### src/rtl/seg_scan_decoder_pkg.sv
// Shared constants for the 7-segment scan reader: active-low glyph table,
// blank code and scan FSM state encoding.
package seg_pkg;

  localparam logic [6:0] SEG_BLANK = 7'h7F;

  // seg_n as {g,f,e,d,c,b,a}, active-low, indexed by hex digit 0..F
  localparam logic [6:0] SEG_TABLE [16] = '{
    7'h40, 7'h79, 7'h24, 7'h30, 7'h19, 7'h12, 7'h02, 7'h78,
    7'h00, 7'h10, 7'h08, 7'h03, 7'h46, 7'h21, 7'h06, 7'h0E
  };

  typedef enum logic [1:0] {
    ST_IDLE   = 2'd0,
    ST_TRACK  = 2'd1,
    ST_LOCKED = 2'd2
  } seg_state_e;

endpackage

### src/rtl/seg_pattern_decode.sv
// Combinational inverse of the hex-to-7-segment encoder: maps an active-low
// segment pattern to its nibble and flags patterns outside the glyph table.
module seg_pattern_decode
  import seg_pkg::*;
(
  input  logic [6:0] seg_n,
  output logic       legal,
  output logic [3:0] nibble
);

  // Table entries are unique, so OR-accumulating the matching index is exact.
  always_comb begin
    legal  = 1'b0;
    nibble = 4'h0;
    for (int i = 0; i < 16; i++) begin
      legal  = legal | (seg_n == SEG_TABLE[i]);
      nibble = nibble | ((seg_n == SEG_TABLE[i]) ? 4'(i) : 4'h0);
    end
  end

endmodule

### src/rtl/seg_scan_decoder.sv
// Multiplexed active-low 7-segment bus reader: recovers the nibble shown on
// each digit. Define SEG_DP_EN to also capture the decimal point per digit.
module seg_scan_decoder
  import seg_pkg::*;
#(
  parameter int NUM_DIGITS = 4,
  parameter int SAMPLE_DIV = 16,
  parameter int STABLE_CNT = 3
) (
  input  logic                    clk,
  input  logic                    rst_n,
  input  logic [6:0]              seg_n,
  input  logic [NUM_DIGITS-1:0]   dig_sel_n,
`ifdef SEG_DP_EN
  input  logic                    seg_dp_n,
  output logic [NUM_DIGITS-1:0]   dp,
`endif
  output logic [4*NUM_DIGITS-1:0] value,
  output logic [NUM_DIGITS-1:0]   digit_valid,
  output logic                    update,
  output logic                    err_pattern,
  output logic                    err_select
);

  localparam int CW = (SAMPLE_DIV > 1) ? $clog2(SAMPLE_DIV) : 1;
  localparam int IW = (NUM_DIGITS > 1) ? $clog2(NUM_DIGITS) : 1;
`ifdef SEG_DP_EN
  localparam int SW = 8;
`else
  localparam int SW = 7;
`endif

  logic [SW-1:0]           smp_in_s;
  logic [SW-1:0]           smp_s1_q, smp_s2_q;
  logic [NUM_DIGITS-1:0]   sel_s1_q, sel_s2_q;
  logic [CW-1:0]           cnt_q, cnt_d;
  logic                    tick_s;
  logic [NUM_DIGITS-1:0]   sel_act_s;
  logic                    sel_none_s, sel_one_s, sel_multi_s, same_s;
  logic [IW-1:0]           sel_idx_s;
  logic                    dec_legal_s;
  logic [3:0]              dec_nibble_s;
  logic [3:0]              run_inc_s;

  seg_state_e              state_q, state_d;
  logic [3:0]              run_q, run_d;
  logic [NUM_DIGITS-1:0]   lat_sel_q, lat_sel_d;
  logic [SW-1:0]           lat_smp_q, lat_smp_d;
  logic [4*NUM_DIGITS-1:0] value_q, value_d;
  logic [NUM_DIGITS-1:0]   valid_q, valid_d;
  logic                    update_q, update_d;
  logic                    err_pattern_q, err_pattern_d;
  logic                    err_select_q, err_select_d;
`ifdef SEG_DP_EN
  logic [NUM_DIGITS-1:0]   dp_q, dp_d;

  assign smp_in_s = {seg_dp_n, seg_n};
  assign dp       = dp_q;
`else
  assign smp_in_s = seg_n;
`endif

  seg_pattern_decode u_decode (
    .seg_n  (smp_s2_q[6:0]),
    .legal  (dec_legal_s),
    .nibble (dec_nibble_s)
  );

  // Prescaler next count and sample tick.
  always_comb begin
    tick_s = (cnt_q == CW'(SAMPLE_DIV - 1));
    if (tick_s) begin
      cnt_d = {CW{1'b0}};
    end else begin
      cnt_d = cnt_q + CW'(1);
    end
  end

  // Classify the synchronized select lines and compare against the latch.
  always_comb begin
    sel_act_s   = ~sel_s2_q;
    sel_none_s  = (sel_act_s == {NUM_DIGITS{1'b0}});
    sel_one_s   = $onehot(sel_act_s);
    sel_multi_s = !sel_none_s && !sel_one_s;
    same_s      = sel_one_s && (sel_s2_q == lat_sel_q) && (smp_s2_q == lat_smp_q);
    sel_idx_s   = {IW{1'b0}};
    for (int i = 0; i < NUM_DIGITS; i++) begin
      sel_idx_s = sel_idx_s | (sel_act_s[i] ? IW'(i) : {IW{1'b0}});
    end
  end

  // Scan FSM: latch, count stable ticks, decode on entry to LOCKED.
  always_comb begin
    state_d       = state_q;
    run_d         = run_q;
    lat_sel_d     = lat_sel_q;
    lat_smp_d     = lat_smp_q;
    value_d       = value_q;
    valid_d       = valid_q;
    update_d      = 1'b0;
    err_pattern_d = 1'b0;
    err_select_d  = err_select_q;
`ifdef SEG_DP_EN
    dp_d          = dp_q;
`endif
    run_inc_s = (run_q >= 4'(STABLE_CNT)) ? run_q : run_q + 4'd1;
    if (tick_s) begin
      if (sel_multi_s) begin
        err_select_d = 1'b1;
      end else begin
        err_select_d = err_select_q;
      end
      case (state_q)
        ST_IDLE: begin
          if (sel_one_s) begin
            lat_sel_d = sel_s2_q;
            lat_smp_d = smp_s2_q;
            run_d     = 4'd1;
            state_d   = ST_TRACK;
          end else begin
            state_d   = ST_IDLE;
          end
        end
        ST_TRACK: begin
          if (!sel_one_s) begin
            run_d     = 4'd0;
            state_d   = ST_IDLE;
          end else if (!same_s) begin
            lat_sel_d = sel_s2_q;
            lat_smp_d = smp_s2_q;
            run_d     = 4'd1;
          end else begin
            run_d = run_inc_s;
            if (run_inc_s >= 4'(STABLE_CNT)) begin
              state_d = ST_LOCKED;
              if (dec_legal_s) begin
                value_d[4*sel_idx_s +: 4] = dec_nibble_s;
                valid_d[sel_idx_s]        = 1'b1;
                update_d                  = 1'b1;
`ifdef SEG_DP_EN
                dp_d[sel_idx_s]           = ~smp_s2_q[7];
`endif
              end else begin
                valid_d[sel_idx_s] = 1'b0;
                err_pattern_d      = 1'b1;
              end
            end else begin
              state_d = ST_TRACK;
            end
          end
        end
        ST_LOCKED: begin
          if (!sel_one_s) begin
            run_d     = 4'd0;
            state_d   = ST_IDLE;
          end else if (!same_s) begin
            lat_sel_d = sel_s2_q;
            lat_smp_d = smp_s2_q;
            run_d     = 4'd1;
            state_d   = ST_TRACK;
          end else begin
            state_d   = ST_LOCKED;
          end
        end
        default: begin
          run_d   = 4'd0;
          state_d = ST_IDLE;
        end
      endcase
    end else begin
      state_d = state_q;
    end
  end

  // State, synchronizer and output registers; sync stages idle high.
  always_ff @(posedge clk or negedge rst_n) begin
    if (!rst_n) begin
      smp_s1_q      <= {SW{1'b1}};
      smp_s2_q      <= {SW{1'b1}};
      sel_s1_q      <= {NUM_DIGITS{1'b1}};
      sel_s2_q      <= {NUM_DIGITS{1'b1}};
      cnt_q         <= {CW{1'b0}};
      state_q       <= ST_IDLE;
      run_q         <= 4'd0;
      lat_sel_q     <= {NUM_DIGITS{1'b1}};
      lat_smp_q     <= {SW{1'b1}};
      value_q       <= {(4*NUM_DIGITS){1'b0}};
      valid_q       <= {NUM_DIGITS{1'b0}};
      update_q      <= 1'b0;
      err_pattern_q <= 1'b0;
      err_select_q  <= 1'b0;
`ifdef SEG_DP_EN
      dp_q          <= {NUM_DIGITS{1'b0}};
`endif
    end else begin
      smp_s1_q      <= smp_in_s;
      smp_s2_q      <= smp_s1_q;
      sel_s1_q      <= dig_sel_n;
      sel_s2_q      <= sel_s1_q;
      cnt_q         <= cnt_d;
      state_q       <= state_d;
      run_q         <= run_d;
      lat_sel_q     <= lat_sel_d;
      lat_smp_q     <= lat_smp_d;
      value_q       <= value_d;
      valid_q       <= valid_d;
      update_q      <= update_d;
      err_pattern_q <= err_pattern_d;
      err_select_q  <= err_select_d;
`ifdef SEG_DP_EN
      dp_q          <= dp_d;
`endif
    end
  end

  assign value       = value_q;
  assign digit_valid = valid_q;
  assign update      = update_q;
  assign err_pattern = err_pattern_q;
  assign err_select  = err_select_q;

endmodule

### config.mk
export PLATFORM = sky130hd
export DESIGN_NAME = seg_scan_decoder
export DESIGN_NICKNAME = d
export VERILOG_FILES = /design/src/rtl/seg_scan_decoder_pkg.sv /design/src/rtl/seg_pattern_decode.sv /design/src/rtl/seg_scan_decoder.sv
export SDC_FILE = /design/constraint.sdc
export NUM_CORES = 1
export LEC_CHECK = 0
export ABC_CLOCK_PERIOD_IN_PS = 3630
export BUFFER_PORTS_ARGS = -buffer_cell sky130_fd_sc_hd__buf_4
export CORE_MARGIN = 2
export CORE_UTILIZATION = 28
export CTS_BUF_LIST = sky130_fd_sc_hd__clkbuf_8
export DETAILED_ROUTE_END_ITERATION = 12
export SYNTH_ARGS = -nofsm -noshare
export SYNTH_HDL_FRONTEND = slang
export SYNTH_SLANG_ARGS = --single-unit
### constraint.sdc
create_clock -name clk -period 3.63 [get_ports clk]
set_clock_uncertainty 0.2 [all_clocks]
set_input_delay 0.363 -clock clk [delete_from_list [all_inputs] [get_ports clk]]
set_output_delay 0.363 -clock clk [all_outputs]
set_load 0.02 [all_outputs]
After elaboration in Yosys (flattened, before gate mapping)
Index checks and enable logic that the tools add are counted.

word-level totals
  bits of input ports = 13
  ROM bits = 0
  output and inout port bits = 23
  register bits = 66
  bits in latches = 0
  memories kept = 0
  word-level logic and storage cells = 161
  bits in writable memories = 0

cells by class
  muxes and demuxes = 57
  bitwise logic cells = 35
  $add $sub $neg = 6
  multiply operators = 0
  shift operators = 2
  div/mod/pow operators = 0
  equal/unequal tests = 26
  $lt $le $gt $ge = 4
  reduce and logical (&&, ||, !) cells = 17

operators with widths
  kind                                                                                  number
  4-bit two-way mux                                                                     19
  4-bit bitwise OR                                                                      15
  4-bit negator with 34-bit output                                                      1
  4-bit by 34-bit variable shift with 16-bit output (first input constant)              1
  4-bit by 34-bit indexed part select with 16-bit output                                1
  7-bit == test (second input constant)                                                 4
  7-bit by 5-bit == test with 1-bit output (second input constant)                      3
  7-bit by 6-bit == test with 1-bit output (second input constant)                      3
  7-bit two-way mux                                                                     3
  2-bit two-way mux                                                                     9
  16-bit bitwise mux                                                                    1
  1-bit two-way mux                                                                     16
  1-bit bitwise OR                                                                      15
  7-bit by 2-bit == test with 1-bit output (second input constant)                      2
  7-bit by 4-bit == test with 1-bit output (second input constant)                      2
  7-bit case mux with 2 select lines                                                    1
  3-bit two-way mux                                                                     4
  4-bit case mux with 3 select lines                                                    1
  5-bit AND reduction                                                                   2
  4-bit by 1-bit adder with 4-bit output (second input constant)                        2
  4-bit by 2-bit greater-or-equal comparator with 1-bit output (second input constant)  2
  4-bit inverter                                                                        2
  4-bit case mux with 2 select lines                                                    1
  7-bit by 3-bit == test with 1-bit output (second input constant)                      1
  28 further kinds                                                                      36

Longest topological paths before layout
Gate-level depths: netlist of the first run.

  depth in word-level cells = 22
  mapped depth = 10
  mapped depth without buffers = 9

Cells and area by module
A second synthesis of the first run with hierarchy kept.

unflattened totals
  cell total of the unflattened synthesis = 292
  area total of the unflattened synthesis = 3473.3 µm²

modules (own cells, without submodules)
  module              seq. area each (µm²)  cells an instance  area each (µm²)  times used
  seg_scan_decoder    1692.9                238                3093.0           1
  seg_pattern_decode  0.0                   54                 380.4            1

Worst setup path after synthesis of the first run
No wires, ideal clock.

  path kind = flip-flop to flip-flop
  start point = register sel_s2_q[1]
  end point = register value_q[10], in the netlist value[10]
  arrival time = 3.149 ns
  buffers on the path = 1
  cell stages (with the launch flop) = 11
  period minus slack after synthesis = 3.474 ns
  slack = 0.156 ns
  cell sequence = dfstp_2 fa_1 inv_1 ha_1 ha_1 nor3b_2 nand2_1 or3b_2 buf_2 a2111oi_4 mux2_4

between the ends
  longest elaborated chain between the ends = 7

ends and longest elaborated chain
  element                                                                                                       line                                             source
  start: declaration                                                                                            seg_scan_decoder.sv:35                           logic [NUM_DIGITS-1:0] sel_s1_q, sel_s2_q;
  start signal: assignment                                                                                      seg_scan_decoder.sv:181                          sel_s2_q <= {NUM_DIGITS{1'b1}};
  start signal: assignment                                                                                      seg_scan_decoder.sv:199                          sel_s2_q <= sel_s1_q;
  4-bit inverter                                                                                                seg_scan_decoder.sv:81                           sel_act_s = ~sel_s2_q;
  1-bit two-way mux / 1-bit by 1-bit adder with 2-bit output (equally long branches)                            seg_scan_decoder.sv:88, seg_scan_decoder.sv:83
  1-bit by 2-bit bitwise OR with 2-bit output / 2-bit by 2-bit adder with 3-bit output (equally long branches)  seg_scan_decoder.sv:88, seg_scan_decoder.sv:83
  2-bit bitwise OR / 3-bit by 1-bit == test with 1-bit output (equally long branches)                           seg_scan_decoder.sv:88, seg_scan_decoder.sv:83
  4-bit negator with 34-bit output / 1-bit logical AND (equally long branches)                                  seg_scan_decoder.sv:137, seg_scan_decoder.sv:85
  4-bit by 34-bit indexed part select with 16-bit output, or another cell as far along                          seg_scan_decoder.sv:137                          value_d[4*sel_idx_s +: 4] = dec_nibble_s;
  16-bit bitwise mux / 6-bit AND reduction (equally long branches)                                              --
  end signal: assignment                                                                                        seg_scan_decoder.sv:187                          value_q <= {(4*NUM_DIGITS){1'b0}};
  end signal: assignment                                                                                        seg_scan_decoder.sv:205                          value_q <= value_d;
  end: declaration                                                                                              seg_scan_decoder.sv:49                           logic [4*NUM_DIGITS-1:0] value_q, value_d;

Several ways; a longest one is shown, not always the timed one.
A chain may end at the register's enable or synchronous reset.

==> results of run 1 <==
power breakdown:
part	switching [W]	leakage, nW	internal (W)	total [W]
Clock	0.000292	0.0969	0.000267	0.000559
Sequential	0.0000550	0.796	0.000824	0.000879
Combinational	0.000112	0.874	0.000123	0.000235
Total	0.000459	1.77	0.00121	0.00167
cells by family (layout without fill, tap and decap cells):
group                      after synthesis  count (layout)
muxes                                   33              33
DFF                                     66              66
and+or+nand+nor                         79              79
xor gates and xnor gates                14              14
AOI/OAI and AO/OA                       46              46
adders and majority gates               14              14
buffers and inverters                   40              99
stage by stage:
stage | utilization | setup slack (ns) | area, µm² | hold WS [ns]
floorplan | - | 0.156 | 3470 | -0.133
finish | 0.352 | 0.207 | 4240 | 0.149
detailed placement | 0.326 | 0.0589 | 3930 | 0.147
global placement | 0.326 | 0.155 | 3930 | 0.146
CTS | 0.351 | 0.0499 | 4230 | 0.155
global route | 0.352 | 0.0198 | 4240 | 0.159
placed cells by master, fill, tap and decap left out, types with 12 or more instances in the layout:
master,instances
dfstp_2,33
xnor2_1,13
mux2_2,15
nand2_1,12
ha_1,13
nor2_1,12
o21ai_0,14
buf_4,43
dfrtp_1,33
dlygate4sd3_1,12
mux2i_1,14
inv_1,28
final cells by class:
type	count	area, µm²	share of cell area
multi-input combinational	186	1610	0.380
sequential	66	1690	0.399
timing repair buffer	55	443	0.104
clock buffer	10	138	0.0324
tap	168	210	0.0495
clock inverter	6	40.0	0.00944
inverter	28	105	0.0248
timing repair:
action / in CTS / in global routing
hold buffers: 12 / 0
resized for setup: 0 / 3
endpoints found under the setup margin: 0 / 19
endpoints found under the hold margin: 44 / 0
how the worst max path moves through the flow:
stage	from	to	cells past startpoint
after CTS	sel_s2_q[3]$_DFF_PN1_	value[3]$_DFFE_PN0P_	10
after global routing	sel_s2_q[3]$_DFF_PN1_	value[3]$_DFFE_PN0P_	10
after floorplan	sel_s2_q[1]$_DFF_PN1_	value[10]$_DFFE_PN0P_	10
after detailed placement	sel_s2_q[3]$_DFF_PN1_	value[3]$_DFFE_PN0P_	10
after global placement	sel_s2_q[3]$_DFF_PN1_	flip-flop	9
final	sel_s2_q[3]$_DFF_PN1_	flip-flop	10
sequential cells by signal, summed over array words and instances, names as in the netlist, named ones only:
| name | count |
|---|---|
| cnt_q | 4 |
| err_pattern | 1 |
| err_select | 1 |
| lat_sel_q | 4 |
| lat_smp_q | 7 |
| run_q | 4 |
| sel_s1_q | 4 |
| sel_s2_q | 4 |
| smp_s1_q | 7 |
| smp_s2_q | 7 |
| state_q | 2 |
| update | 1 |
| value | 16 |
worst reg2reg max path, stage by stage, from the launching register on:
cell	delay [ns]
dfstp_2	0.59
fa_1	0.42
inv_1	0.06
ha_1	0.14
ha_1	0.25
nor3b_4	0.27
nand4_1	0.17
buf_4	0.17
or3_1	0.37
nor3_1	0.30
mux2_2	0.37
metal layers:
metal,share of wire,vias to the layer above
met5,0,-
met4,0.017,0
met3,0.049,16
met2,0.44,59
met1,0.50,1131
li1,-,1132
==> results.json, run 1 <==
{
  "status": "finished, final reports clean",
  "drive_gt1_frac": 0.365,
  "hold_class": "reg -> reg",
  "ys_seq_area_frac": 0.488,
  "yosys_warnings": 0,
  "ys_top_cells_by_area": "dfstp_2, dfrtp_1, mux2_2",
  "grt_usage": 0.110,
  "worstMarginPinSlew_ns": 0.814,
  "rows": 40,
  "synth_top_family_by_area": "simple AND/OR/NAND/NOR gates",
  "syn_avg_cell_area_um2": 11.9,
  "grt.met1_usage": 0.150,
  "grt_pass1_vias": 2387,
  "overflow": 0,
  "synth_top_area_frac": 0.250,
  "use_met2": 0.166,
  "synth_top_cells_by_count": "dfrtp_1, dfstp_2, inv_1",
  "dp_hpwl_mm": 4.79,
  "tritoncts": "yes",
  "synthSimpleGateAreaFrac": 0.139,
  "place_congestion": 0.767,
  "cts_buffers": 9,
  "p_per_area_nw_per_um2": 394,
  "grt-busiest-layer": "met2",
  "fp.dieArea_um2": 13300,
  "cts_max_level": 3,
  "arrival_ns": 3.46,
  "crit_type": "reg -> reg",
  "synth_xor_area_frac": 0.0353,
  "r2r_cells": 10,
  "required_ns": 3.66,
  "cp-end-kind": "flip-flop",
  "fmax_ghz": 0.292,
  "yosys.cell_types.count": 53,
  "port_buffers": 35,
  "vdd_drop_max_v": 0.000229,
  "n_antenna_cell": 0,
  "grt_max_degree": 67,
  "critPathBufInv": 2,
  "clock_sinks": 66,
  "hold_viol": 0,
  "synth_top_flop_cell": "dfstp_2",
  "design.core.area_um2": 12100,
  "crit_path_start_kind": "flip-flop",
  "slowest_delay_ns": 0.59,
  "post-route-min-period_ns": 3.42,
  "rrSetupSlack_ns": 0.21,
  "setup_viol": 0,
  "root_buffer": "clkbuf_8",
  "setup_tns_ns": 0,
  "nFillCells": 1193,
  "cts_setup_buffers": 0,
  "ant_nets": 0,
  "ys_ff_latch": 66,
  "ios": 36,
  "area_growth_pct": 22.2,
  "cap_violations": 0,
  "fp.dieW_um": 115,
  "path_max_fanout": 6,
  "clk_latency_ns": 0.34,
  "first_iter_violations": 213,
  "worstHoldStart": "smp_s1_q[0]$_DFF_PN1_",
  "fin_cells": 519,
  "syn_inst": 292,
  "synth_edf_count": 0,
  "nNetsFinal": 373,
  "wl_mm": 6.72,
  "avgRoutedWirePerCell_um": 13.0,
  "synth_fa_ha_area_frac": 0.0526,
  "drtPass1Iterations": 4,
  "hold_depth": 0,
  "path_cells": "fa_1, inv_1, ha_1, ha_1, nor3b_4, nand4_1, buf_4, or3_1, nor3_1, mux2_2",
  "vias_per_cell": 4.50,
  "drc": 0,
  "rsz0062_at_grt": "false",
  "synth_top_cell_by_area": "dfstp_2",
  "antenna_found_initial": 0,
  "min_to": "smp_s2_q[0]$_DFF_PN1_",
  "clockBufferDepth": 2,
  "synth-compound-area-share": 0.128,
  "netlist_area_um2": 3470,
  "fin_crit_sh": 0.943,
  "vias": 2338,
  "slowest_stage": "dfstp_2",
  "synthArstFlopShare": 1.00,
  "die_h_um": 115,
  "cp_top_family": "simple AND/OR/NAND/NOR gates",
  "clk_pin_slew_ns": 0.08,
  "maxSlewHeadroom": 0.457,
  "power_w": 0.00167,
  "p_leak_nw": 1.77,
  "place_inst": 491,
  "grtUsageMet3": 0.0311,
  "start_util": 0.288,
  "grt_pass1_wl_mm": 11.4,
  "report.final.slew_viol_count": 0,
  "crit_top_cell": "ha_1",
  "r2r-start": "sel_s2_q[3]$_DFF_PN1_",
  "synth_mux_area_frac": 0.106,
  "syn_nets": 319
}
Power figures use the tool's default switching activity.
==> run 2: changes to the inputs <==
- ABC_AREA: default -> 1
==> results.json, run 2 <==
{
  "ys_top_cells_by_area": "dfstp_2, dfrtp_1, nand2_1",
  "synth_top_cell_by_area": "dfstp_2",
  "report.final.slew_viol_count": 0,
  "rrSetupSlack_ns": 0.62,
  "tritoncts": "yes",
  "netlist_area_um2": 3400,
  "nFillCells": 1258,
  "clk_latency_ns": 0.35,
  "ios": 36,
  "antenna_found_initial": 0,
  "r2r_cells": 14,
  "place_inst": 601,
  "final_cell_mix": "nand2_1, inv_1, nor2_1, buf_4",
  "vias": 2766,
  "setup_viol": 0,
  "hold_viol": 0,
  "place_congestion": 0.809,
  "first_iter_violations": 170,
  "start_util": 0.285,
  "synth_top_flop_cell": "dfstp_2",
  "path_cells": "fa_1, inv_1, ha_1, ha_1, nor2_1, nand2_2, clkinv_1, nand2_1, nor2_2, nand4_1, nor2_2, nand3_1, nand2_1, nand2_1",
  "grt_pass1_vias": 2631,
  "port_buffers": 35,
  "power_w": 0.00192,
  "yosys_warnings": 0,
  "area_growth_pct": 22.5,
  "setup_tns_ns": 0,
  "cp_top_family": "simple AND/OR/NAND/NOR gates",
  "clk_pin_slew_ns": 0.07,
  "layout_commonest_cell": "nand2_1",
  "rows": 40,
  "synth_most_common_cell": "nand2_1",
  "syn_inst": 421,
  "root_buffer": "clkbuf_8",
  "dp_hpwl_mm": 5.29,
  "hold_class": "reg -> reg",
  "fin_hold_ws_ns": 0.154,
  "grt_usage": 0.118,
  "cts_buffers": 9,
  "crit_type": "reg -> reg",
  "syn_nets": 448,
  "synthArstFlopShare": 1.00,
  "yosys.cell_types.count": 32,
  "critPathBufInv": 2,
  "grt_max_degree": 67,
  "ant_nets": 0,
  "nNetsFinal": 504,
  "fin_crit_sh": 0.828,
  "dp_slack_ns": 0.646,
  "slowest_delay_ns": 0.59,
  "fin_cells": 629,
  "largest_reg_flops": 16,
  "r2r-start": "sel_s2_q[1]$_DFF_PN1_",
  "fp.dieW_um": 114,
  "fin_ws_ns": 0.624,
  "required_ns": 3.67,
  "overflow": 0,
  "ys_ff_latch": 66,
  "worstMarginPinSlew_ns": 0.805,
  "clockBufferDepth": 2,
  "cp-end-kind": "flip-flop",
  "drive_gt1_frac": 0.226,
  "multi_input_area_um2": 1510,
  "syn_avg_cell_area_um2": 8.07,
  "wl_mm": 6.97,
  "post-route-min-period_ns": 3.01,
  "maxSlewHeadroom": 0.463,
  "vdd_drop_max_v": 0.000224,
  "synth_edf_count": 0,
  "crit_path_start_kind": "flip-flop",
  "design.core.area_um2": 11900,
  "seq_area_um2": 1690,
  "rsz0062_at_grt": "false",
  "fp.dieArea_um2": 13000,
  "clock_sinks": 66,
  "status": "finished, final reports clean",
  "p_per_area_nw_per_um2": 462,
  "reg2reg_to": "value[11]$_DFFE_PN0P_",
  "worstHoldStart": "smp_s1_q[5]$_DFF_PN1_",
  "cts_max_level": 3,
  "synth_top_area_frac": 0.255,
  "vias_per_cell": 4.40,
  "drtPass1Iterations": 4,
  "avgRoutedWirePerCell_um": 11.1,
  "grt_pass1_wl_mm": 12.1,
  "p_leak_nw": 2.16,
  "n_antenna_cell": 0,
  "ys_seq_area_frac": 0.498,
  "slowest_stage": "dfstp_2",
  "hold_depth": 0,
  "arrival_ns": 3.05,
  "die_h_um": 114,
  "min_to": "smp_s2_q[5]$_DFF_PN1_",
  "synth_top_cells_by_count": "nand2_1, inv_1, nor2_1",
  "cap_violations": 0,
  "crit_top_cell": "nand2_1",
  "fmax_ghz": 0.333,
  "drc": 0,
  "path_max_fanout": 6
}
## run 2: worst max path at each step
stage | start | to | slack [ns] | depth (start not counted)
floorplan | sel_s2_q[1]$_DFF_PN1_ | value[10]$_DFFE_PN0P_ | 0.90 | 15
global placement | sel_s2_q[3]$_DFF_PN1_ | value[15]$_DFFE_PN0P_ | 0.69 | 14
detailed placement | sel_s2_q[1]$_DFF_PN1_ | value[15]$_DFFE_PN0P_ | 0.65 | 14
CTS | sel_s2_q[1]$_DFF_PN1_ | value[15]$_DFFE_PN0P_ | 0.63 | 14
global route | sel_s2_q[1]$_DFF_PN1_ | flip-flop | 0.28 | 14
finish | sel_s2_q[1]$_DFF_PN1_ | value[11]$_DFFE_PN0P_ | 0.62 | 14
## run 2: kinds of logic after synthesis
logic type / share of synthesized area
simple gates: 0.356
compound gates: 0.0217
xor+xnor: 0.0129
flops: 0.498
buf+inv: 0.0574
fa+ha+maj: 0.0538
## run 2: report_power, final
| group | total (W) | switching (W) | internal, W |
|---|---|---|---|
| sequential | 0.000932 | 0.0000647 | 0.000868 |
| clock | 0.000621 | 0.000285 | 0.000336 |
| combinational | 0.000371 | 0.000227 | 0.000144 |
## run 2: metal layers
| metal | global-route usage | wire (µm) |
|---|---|---|
| met3 | 0.0365 | 388 |
| met4 | 0.0488 | 128 |
| met5 | 0 | 0 |
| met1 | 0.151 | 3290 |
| met2 | 0.186 | 3160 |
## run 2: timing repair
item	in CTS	in global routing
setup buffers	0	0
gates resized for setup	0	0
endpoints found under the hold margin	44	0
hold buffers	12	0
## run 2: worst register-to-register path, stage by stage (launching register included)
cell	delay, ns
dfstp_2	0.59
fa_1	0.42
inv_1	0.06
ha_1	0.14
ha_1	0.22
nor2_1	0.13
nand2_2	0.10
clkinv_1	0.12
nand2_1	0.08
nor2_2	0.11
nand4_1	0.11
nor2_2	0.22
nand3_1	0.22
nand2_1	0.12
nand2_1	0.05
## run 2: layout make-up
type / count / area share
Clock buffer: 10 / 0.0331
Clock inverter: 6 / 0.0153
Inverter: 47 / 0.0424
Multi-Input combinational cell: 304 / 0.363
Sequential cell: 66 / 0.407
Tap cell: 147 / 0.0442
Timing Repair Buffer: 49 / 0.0956
## run 2: through the flow
step / instance area, µm² / util
after floorplan: 3400 / -
after global placement: 3840 / 0.322
after detailed placement: 3840 / 0.322
after CTS: 4160 / 0.349
after global routing: 4160 / 0.349
final: 4160 / 0.349
